$ cat src/rtl/brdtst_uart_tx.sv
`default_nettype none
// +----------------------------------------------------------------------------+
// | Module      : brdtst_uart_tx                                               |
// | Description : Board-test UART transmitter. Accepts bytes over a            |
// |               valid/ready handshake into a one-byte holding register and   |
// |               serializes them as 8N1/8N2 frames. It also drives nRTS and   |
// |               the RS-485 driver enable, with lead/tail turnaround guards.  |
// | Revision    : 1.0 - initial release                                        |
// +----------------------------------------------------------------------------+
module brdtst_uart_tx #(
  parameter int BAUD_DIV  = 256,  // clk cycles per bit time, 2..65535
  parameter int LEAD_BITS = 1,    // guard bit times before the start bit, 0..3
  parameter int STOP_BITS = 1,    // stop bits per frame, 1 or 2
  parameter int TAIL_BITS = 1     // guard bit times after the last stop bit, 0..3
) (
  input  logic       Clk,
  input  logic       nRst,
  input  logic [7:0] TxData,
  input  logic       TxValid,
  output logic       TxReady,
  output logic       TxD,
  output logic       nRTS,
  output logic       DE,
  output logic       Busy
);

  typedef enum logic [2:0] {
    S_IDLE  = 3'd0,
    S_LEAD  = 3'd1,
    S_START = 3'd2,
    S_DATA  = 3'd3,
    S_STOP  = 3'd4,
    S_TAIL  = 3'd5
  } state_t;

  // Last count value of each counted phase. A phase with zero bit times is
  // never entered, so its wrapped "last" value is never compared against.
  localparam logic [15:0] c_BAUD_LAST = 16'(BAUD_DIV - 1);
  localparam logic [2:0]  c_LEAD_LAST = 3'(LEAD_BITS - 1);
  localparam logic [2:0]  c_DATA_LAST = 3'd7;
  localparam logic [2:0]  c_STOP_LAST = 3'(STOP_BITS - 1);
  localparam logic [2:0]  c_TAIL_LAST = 3'(TAIL_BITS - 1);
  localparam bit          c_HAS_LEAD  = (LEAD_BITS > 0);
  localparam bit          c_HAS_TAIL  = (TAIL_BITS > 0);

  state_t      state_q, state_d;
  logic [15:0] baud_q, baud_d;
  logic [2:0]  bit_q, bit_d;
  logic [7:0]  shift_q, shift_d;
  logic [7:0]  hold_q, hold_d;
  logic        hold_full_q, hold_full_d;
  // Delayed copy of the holding-register flag: IDLE reacts to it so that a
  // fresh byte leaves IDLE two edges after its accept.
  logic        start_req_q;
  logic        txd_q, txd_d;
  logic        nrts_q, nrts_d;
  logic        de_q, de_d;
  logic        ready_q, ready_d;
  logic        busy_q, busy_d;

  logic        w_bit_end;
  logic        w_accept;
  logic        w_load;

  assign w_bit_end = (baud_q == c_BAUD_LAST);
  // TxReady is the registered complement of the holding flag, so an accept
  // can only happen while the holding register is empty.
  assign w_accept  = TxValid & ready_q;

  // Baud counter: idle at zero, restarts on every bit boundary (and thus on
  // every state entry, since states only change on bit boundaries).
  always_comb begin
    baud_d = baud_q + 16'd1;
    if ((state_q == S_IDLE) || w_bit_end) begin
      baud_d = '0;
    end
  end

  // Next-state, bit counter, shift register and holding register logic.
  always_comb begin
    state_d     = state_q;
    bit_d       = bit_q;
    shift_d     = shift_q;
    hold_d      = hold_q;
    hold_full_d = hold_full_q;
    w_load      = 1'b0;

    case (state_q)
      S_IDLE: begin
        if (start_req_q && hold_full_q) begin
          bit_d = 3'd0;
          if (c_HAS_LEAD) begin
            state_d = S_LEAD;
          end else begin
            state_d = S_START;
            w_load  = 1'b1;
          end
        end
      end

      S_LEAD: begin
        if (w_bit_end) begin
          if (bit_q == c_LEAD_LAST) begin
            state_d = S_START;
            bit_d   = 3'd0;
            w_load  = 1'b1;
          end else begin
            bit_d = bit_q + 3'd1;
          end
        end
      end

      S_START: begin
        if (w_bit_end) begin
          state_d = S_DATA;
          bit_d   = 3'd0;
        end
      end

      S_DATA: begin
        if (w_bit_end) begin
          shift_d = {1'b0, shift_q[7:1]};
          if (bit_q == c_DATA_LAST) begin
            state_d = S_STOP;
            bit_d   = 3'd0;
          end else begin
            bit_d = bit_q + 3'd1;
          end
        end
      end

      S_STOP: begin
        if (w_bit_end) begin
          if (bit_q == c_STOP_LAST) begin
            bit_d = 3'd0;
            if (hold_full_q) begin
              // Back-to-back frame: no guard time between the frames.
              state_d = S_START;
              w_load  = 1'b1;
            end else if (c_HAS_TAIL) begin
              state_d = S_TAIL;
            end else begin
              state_d = S_IDLE;
            end
          end else begin
            bit_d = bit_q + 3'd1;
          end
        end
      end

      S_TAIL: begin
        // A byte arriving here waits: TAIL always completes through IDLE.
        if (w_bit_end) begin
          if (bit_q == c_TAIL_LAST) begin
            state_d = S_IDLE;
            bit_d   = 3'd0;
          end else begin
            bit_d = bit_q + 3'd1;
          end
        end
      end

      default: begin
        state_d = S_IDLE;
        bit_d   = 3'd0;
      end
    endcase

    // Move the held byte into the shift register on START entry.
    if (w_load) begin
      shift_d     = hold_q;
      hold_full_d = 1'b0;
    end

    if (w_accept) begin
      hold_d      = TxData;
      hold_full_d = 1'b1;
    end
  end

  // Output decode from the next state so every output is a plain flop that
  // changes together with the state it belongs to.
  always_comb begin
    txd_d = 1'b1;
    case (state_d)
      S_START: txd_d = 1'b0;
      S_DATA:  txd_d = shift_d[0];
      default: txd_d = 1'b1;
    endcase
    de_d    = (state_d != S_IDLE);
    nrts_d  = ~de_d;
    ready_d = ~hold_full_d;
    busy_d  = de_d | hold_full_d;
  end

  // State, datapath and output registers with asynchronous reset.
  always_ff @(posedge Clk or negedge nRst) begin
    if (!nRst) begin
      state_q     <= S_IDLE;
      baud_q      <= '0;
      bit_q       <= '0;
      shift_q     <= '0;
      hold_q      <= '0;
      hold_full_q <= 1'b0;
      start_req_q <= 1'b0;
      txd_q       <= 1'b1;
      nrts_q      <= 1'b1;
      de_q        <= 1'b0;
      ready_q     <= 1'b1;
      busy_q      <= 1'b0;
    end else begin
      state_q     <= state_d;
      baud_q      <= baud_d;
      bit_q       <= bit_d;
      shift_q     <= shift_d;
      hold_q      <= hold_d;
      hold_full_q <= hold_full_d;
      start_req_q <= hold_full_q;
      txd_q       <= txd_d;
      nrts_q      <= nrts_d;
      de_q        <= de_d;
      ready_q     <= ready_d;
      busy_q      <= busy_d;
    end
  end

  assign TxReady = ready_q;
  assign TxD     = txd_q;
  assign nRTS    = nrts_q;
  assign DE      = de_q;
  assign Busy    = busy_q;

endmodule
`default_nettype wire

$ cat config.mk
export PLATFORM = sky130hd
export DESIGN_NAME = brdtst_uart_tx
export DESIGN_NICKNAME = d
export VERILOG_FILES = /design/src/rtl/brdtst_uart_tx.sv
export SDC_FILE = /design/constraint.sdc
export NUM_CORES = 1
export LEC_CHECK = 0
export ABC_AREA = 0
export CORE_MARGIN = 8
export CORE_UTILIZATION = 65
export CTS_BUF_LIST = sky130_fd_sc_hd__clkbuf_8
export DETAILED_ROUTE_END_ITERATION = 7
export HOLD_SLACK_MARGIN = 0.15
export PLACE_DENSITY = 0.87
export REMOVE_ABC_BUFFERS = 1
export SETUP_SLACK_MARGIN = 0.1
export SYNTH_ARGS = -nofsm -noshare
export SYNTH_HDL_FRONTEND = slang
export SYNTH_SLANG_ARGS = --single-unit
$ cat constraint.sdc
create_clock -name Clk -period 7.5 [get_ports Clk]
set_input_delay 1.5 -clock Clk [delete_from_list [all_inputs] [get_ports Clk]]
set_output_delay 1.5 -clock Clk [all_outputs]
set_load 0.05 [all_outputs]
Word level (Yosys, flattened, before mapping)
Cells that the tools add are included.
{"block": "totals", "ff_bits": 45, "inputBits": 11, "out_inout_bits": 5}
{"block": "op_classes", "add_sub_neg": 2, "n_eq_ne": 13, "n_mux": 32, "n_bitwise": 4, "reduce_logical": 10}
{"operator": "$mux W3", "n": 17}
{"operator": "$mux W8", "n": 3}
{"operator": "$pmux W3 S6", "n": 1}
{"operator": "$add A16 B1 Y16 const B", "n": 1}
{"operator": "$eq A16 B8 Y1 const B", "n": 1}
{"operator": "$mux W16", "n": 1}
{"operator": "$eq A3 B2 Y1 const B", "n": 4}
{"operator": "$pmux W3 S4", "n": 1}
{"operator": "$eq A3 B3 Y1 const B", "n": 3}
{"operator": "$mux W1", "n": 7}
{"operator": "$logic_not A3 Y1", "n": 2}
{"operator": "$ne A2 B1 Y1 const B", "n": 2}
{"operator": "$ne A2 B2 Y1 const B", "n": 2}
{"operator": "$pmux W1 S2", "n": 2}
{"operator": "$reduce_and A4 Y1", "n": 1}
{"operator": "$reduce_bool A2 Y1", "n": 2}
{"operator": "$add A3 B1 Y3 const B", "n": 1}
{"operator": "$eq A3 B1 Y1 const B", "n": 1}
{"operator": "$reduce_bool A3 Y1", "n": 1}
{"operator": "$reduce_or A3 Y1", "n": 1}
{"operator": "$not A1 Y1", "n": 2}
{"operator": "$reduce_and A2 Y1", "n": 1}
{"operator": "$and A1 B1 Y1", "n": 1}
{"operator": "$logic_and A1 B1 Y1", "n": 1}
{"operator": "other kinds (2)", "n": 2}

Longest topological paths before layout
{"block": "depth", "depth_word": 7, "depth_mapped": 9}

Least setup slack after synthesis
OpenSTA, ideal clock, no wires.
{"block": "synth_timing", "path_type": "reg-to-reg", "start": "register baud_q[8]", "end": "register busy_q, in the netlist Busy", "setup_time_ns": 0.133, "t_arrival_ns": 2.604, "required_ns": 7.367, "path_slack_ns": 4.763, "path_stages_with_launch": 7, "n_path_buf": 1, "period_less_slack_ns": 2.737, "path_cell_list": "dfrtp_1 > or4_4 > or4_4 > buf_6 > o41a_1 > or4_4 > nand3b_4"}
{"block": "synth_via", "word_cells_on_any_way": 14, "classes_between": "eq/ne: 1; mux: 11; bitwise: 1; reduce/logical: 1"}
{"item": "from (decl)", "line_no": "47", "source": "logic [15:0] baud_q, baud_d;"}
{"item": "from (signal assigned)", "line_no": "213", "source": "baud_q <= baud_d;"}
{"item": "$eq A16 B8 Y1 *", "line_no": "65", "source": "assign w_bit_end = (baud_q == c_BAUD_LAST);"}
{"item": "$mux W3, on equally long branches"}
{"item": "$pmux W3 S6 *", "line_no": "88", "source": "case (state_q)"}
{"item": "$reduce_bool A3 Y1 *", "line_no": "190", "source": "de_d = (state_d != S_IDLE);"}
{"item": "named net de_d", "line_no": "57", "source": "logic de_q, de_d;"}
{"item": "$or A1 B1 Y1 *", "line_no": "193", "source": "busy_d = de_d | hold_full_d;"}
{"item": "named net busy_d", "line_no": "59", "source": "logic busy_q, busy_d;"}
{"item": "to (signal assigned)", "line_no": "223", "source": "busy_q <= busy_d;"}
{"item": "to (decl)", "line_no": "59"}
The timed path passes the listed nets; every way through them passes the cells marked *.
A chain may end at the register's enable or synchronous reset.

Worst setup path after layout
{"block": "layout_timing", "start": "register ready_q, in the netlist TxReady", "end": "output TxReady"}
{"item": "from (decl)", "line_no": "58", "source": "logic ready_q, ready_d;"}
{"item": "from (signal assigned)", "line_no": "222", "source": "ready_q <= ready_d;"}
{"item": "to (decl)", "line_no": "20", "source": "output logic TxReady,"}
No word-level cell between the ends.

==> results.rst <==
.. list-table::
   :header-rows: 1

   * - Metric
     - Value
   * - Number of enable flip-flop cells after synthesis
     - 0
   * - Register-to-Register Setup Slack
     - 4.56 ns
   * - Path class of the lowest-slack min-delay path
     - reg -> reg
   * - First-pass GRT wire length
     - 6760 µm
   * - Average instance area after synthesis
     - 10.7 µm²
   * - Post-DR wirelength/cell
     - 15.5 µm
   * - Setup repair after global routing missed its margin
     - false
   * - Syn Inst Count
     - 199
   * - Setup violators final
     - 0
   * - Die Width
     - 73.2 µm
   * - R2r endpoint
     - Busy$_DFF_PN0_
   * - Sequential cell area fraction in the yosys report
     - 0.531
   * - Setup TNS
     - 0 ns
   * - Number of buffers inserted during clock tree synthesis
     - 5
   * - DR vias
     - 1517
   * - Critical path arrival
     - 1.63 ns
   * - Highest cell delay on the worst timing path
     - 0.80 ns
   * - Yosys warnings
     - 0
   * - Leading cell type in the layout, fill and taps excluded
     - dfrtp_1
   * - Cells on Worst Hold Path
     - 2
   * - Leak Pwr
     - 1.08 nW
   * - CTS clock-pin slew for the worst setup and hold paths
     - 0.08 ns
   * - Dpl cells
     - between 200 and 300
   * - Max IR drop VDD
     - between 0.1 and 0.15 mV
   * - Period utilization
     - 0.418
   * - Routed wire length
     - 4020 µm
   * - Violation count after the first detailed-routing iteration
     - 88
   * - Cell Chain, Critical Path
     - clkdlybuf4s50_1
   * - Crit. End Element
     - output pin
   * - Worst Setup Start Kind
     - flop
   * - Overall fraction of global-route tracks in use
     - 0.166
   * - CTS Sinks
     - 45
   * - Fill cell total of the finished layout
     - 221
   * - Worst min-delay path startpoint
     - hold_q[3]$_DFFE_PN0P_
   * - Worst clock skew
     - 0.00348 ns
   * - Antenna violations before repair
     - 0
   * - Initial Utilization
     - 0.691
   * - Setup slack after layout
     - 4.37 ns
   * - Worst path bufs/invs
     - 1
   * - Cts-stage hold buffer count
     - 0
   * - Utilization of the core after routing
     - 0.774
   * - Final count of hold timing violations
     - 0
   * - Family with the most delay on the worst path
     - buffers and inverters
   * - Shortest clock period the worst path allows after layout
     - 3.13 ns
   * - Data required, critical path
     - 6.00 ns
   * - Slew HR
     - 0.366
   * - TritonRoute pass-1 iters
     - 4
   * - Power Dens Cells
     - between 150 and 200 nW/µm²
   * - Core box area
     - 3080 µm²
   * - Area of the mapped netlist
     - approximately 2100 µm²
   * - CP max-delay cell
     - clkdlybuf4s50_1
   * - Crit path depth
     - 1
   * - Flip-flop and latch count after synthesis
     - 45
   * - Number of distinct library cells after synthesis
     - 42
   * - Number of H-tree levels
     - 2
   * - Critical path start-end classification
     - reg -> out
   * - Vias in the first global route
     - between 1500 and 2000
   * - Reported max-cap violation count
     - 0
   * - CTS root buf
     - clkbuf_8
   * - Cell count of the worst reg-to-reg path
     - 5
   * - Final global-route overflow total
     - 0
   * - # rows
     - 20
   * - Vias/cell
     - 5.86
   * - Max Clock Freq
     - 319 MHz
   * - Area growth from synthesis to layout
     - 11.9%
   * - Biggest fanout along the worst timing path
     - 2
   * - Setup fix buffers added after clock tree synthesis
     - 0
   * - Slew @ Worst Pin
     - 0.951 ns
   * - R2R Path Start
     - baud_q[9]$_DFF_PN0_
   * - DRC violation count after routing
     - 0
   * - Final non-filler cell total
     - 259
   * - Fraction of registers with async set/reset
     - 1.00
   * - Pre-CTS setup slack
     - ~4.6 ns
   * - Final GP Congestion
     - just under 0.9
   * - Number of gates given a new drive strength after cts
     - 0
   * - TritonCTS clock tree
     - yes
   * - Count of buffers from port buffering
     - 15
   * - Most used DFF post-synth
     - dfrtp_1
   * - Final nets
     - around 230
   * - Antenna diode instance count
     - 0
   * - DPL Wire Length
     - 2860 µm
   * - Area enclosed by the die boundary
     - 5360 µm²
   * - Height of the die
     - 73.2 µm
   * - Hold Path End
     - shift_q[3]$_DFFE_PN0P_
   * - Largest net degree at the start of global routing
     - 46
   * - Max-slew violation total from the final report
     - 0
   * - Maximum clock insertion buffer count
     - 2
   * - Num ports
     - 16
   * - Status
     - complete, no violations
   * - Overall power
     - 0.394 mW
   * - Fraction of final layout cells with drive strength greater than 1
     - 0.112
   * - Clk_lat worst skew
     - 0.30 ns
   * - Number of nets with antenna violations after routing
     - 0
   * - Commonest non-fill, non-tap cells in the layout
     - 42 x dfrtp_1, 23 x nor2_1, 22 x nand2_1
-- synth_stat cells (all sizes together), types with 2 or more instances --
library cell | number | share of area
a211oi | 3 | 0.011
a21oi | 3 | 0.0071
a2bb2oi | 2 | 0.0082
and2 | 2 | 0.0059
and3 | 5 | 0.015
clkbuf | 7 | 0.012
dfrtp | 42 | 0.49
dfstp | 3 | 0.037
ha | 4 | 0.024
inv | 6 | 0.011
mux2 | 8 | 0.042
mux2i | 8 | 0.038
nand2 | 22 | 0.039
nand2b | 4 | 0.012
nand3 | 4 | 0.0094
nand3b | 2 | 0.013
nand4 | 5 | 0.015
nor2 | 24 | 0.044
nor2b | 2 | 0.0059
nor3 | 2 | 0.0047
o21ai | 10 | 0.024
or4 | 4 | 0.019
xnor2 | 6 | 0.025
xor2 | 8 | 0.033
-- logic make-up (layout without fill, tap and decap cells) --
logic type,after synthesis,count (layout),synth area share
XOR/XNOR,14,14,0.0576
flip-flops,45,45,0.531
adder cells (fa/ha/maj),4,4,0.0235
AO/OA/AOI/OAI,28,28,0.0906
buffers and inverters,14,30,0.0282
multiplexers,16,16,0.0800
AND/OR/NAND/NOR,78,78,0.189
-- report_power, final --
group          internal (mW)  total (mW)  switching (mW)  leakage [nW]
combinational        0.00426     0.00918         0.00492         0.468
clock                 0.0632       0.142          0.0791        0.0467
sequential             0.242       0.242               0         0.569
total                  0.310       0.394          0.0840          1.08
-- how the worst max path moves through the flow --
stage          slack (ns)              to                 from
2_1_floorplan        4.83  Busy$_DFF_PN0_  baud_q[8]$_DFF_PN0_
3_3_place_gp         4.69         TxReady    TxReady$_DFF_PN1_
3_5_place_dp         4.62  Busy$_DFF_PN0_  baud_q[9]$_DFF_PN0_
4_1_cts              4.35             TxD        TxD$_DFF_PN1_
5_1_grt              4.33             TxD        TxD$_DFF_PN1_
6_report             4.37         TxReady    TxReady$_DFF_PN1_
-- worst reg2reg max path, delay by kind of cell, from the launching register on --
kind | cells | cell delay, ns
AO/OA/AOI/OAI | 1 | 0.26
flip-flops | 1 | 0.44
AND/OR/NAND/NOR | 4 | 2.12
-- per-layer routing --
layer | share of wire | vias up | GRT usage
li1 | - | 723 | -
met1 | 0.41 | 740 | 0.185
met2 | 0.51 | 42 | 0.271
met3 | 0.054 | 12 | 0.0549
met4 | 0.026 | 0 | 0.0933
met5 | 0 | - | 0
-- state kept, by name (all words and copies together), names as in the netlist, 3 cells and up --
signal,count
baud_q,16
hold_q,8
shift_q,8
bit_q,3
state_q,3
-- layout make-up --
type	count	area (µm²)	share of cell area
multi-input combinational	140	937	0.394
clock inverter	3	15.0	0.00631
inverter	6	22.5	0.00946
tap	44	55.1	0.0231
timing repair buffer	16	153	0.0641
clock buffer	5	68.8	0.0289
sequential	45	1130	0.475
-- through the flow --
step / instance area, µm² / hold slack [ns]
finish: 2380 / 0.491
global route: 2380 / 0.517
CTS: 2380 / 0.501
detailed placement: 2300 / 0.483
global placement: 2300 / 0.463
floorplan: 2090 / 0.444
Power figures use the tool's default switching activity.
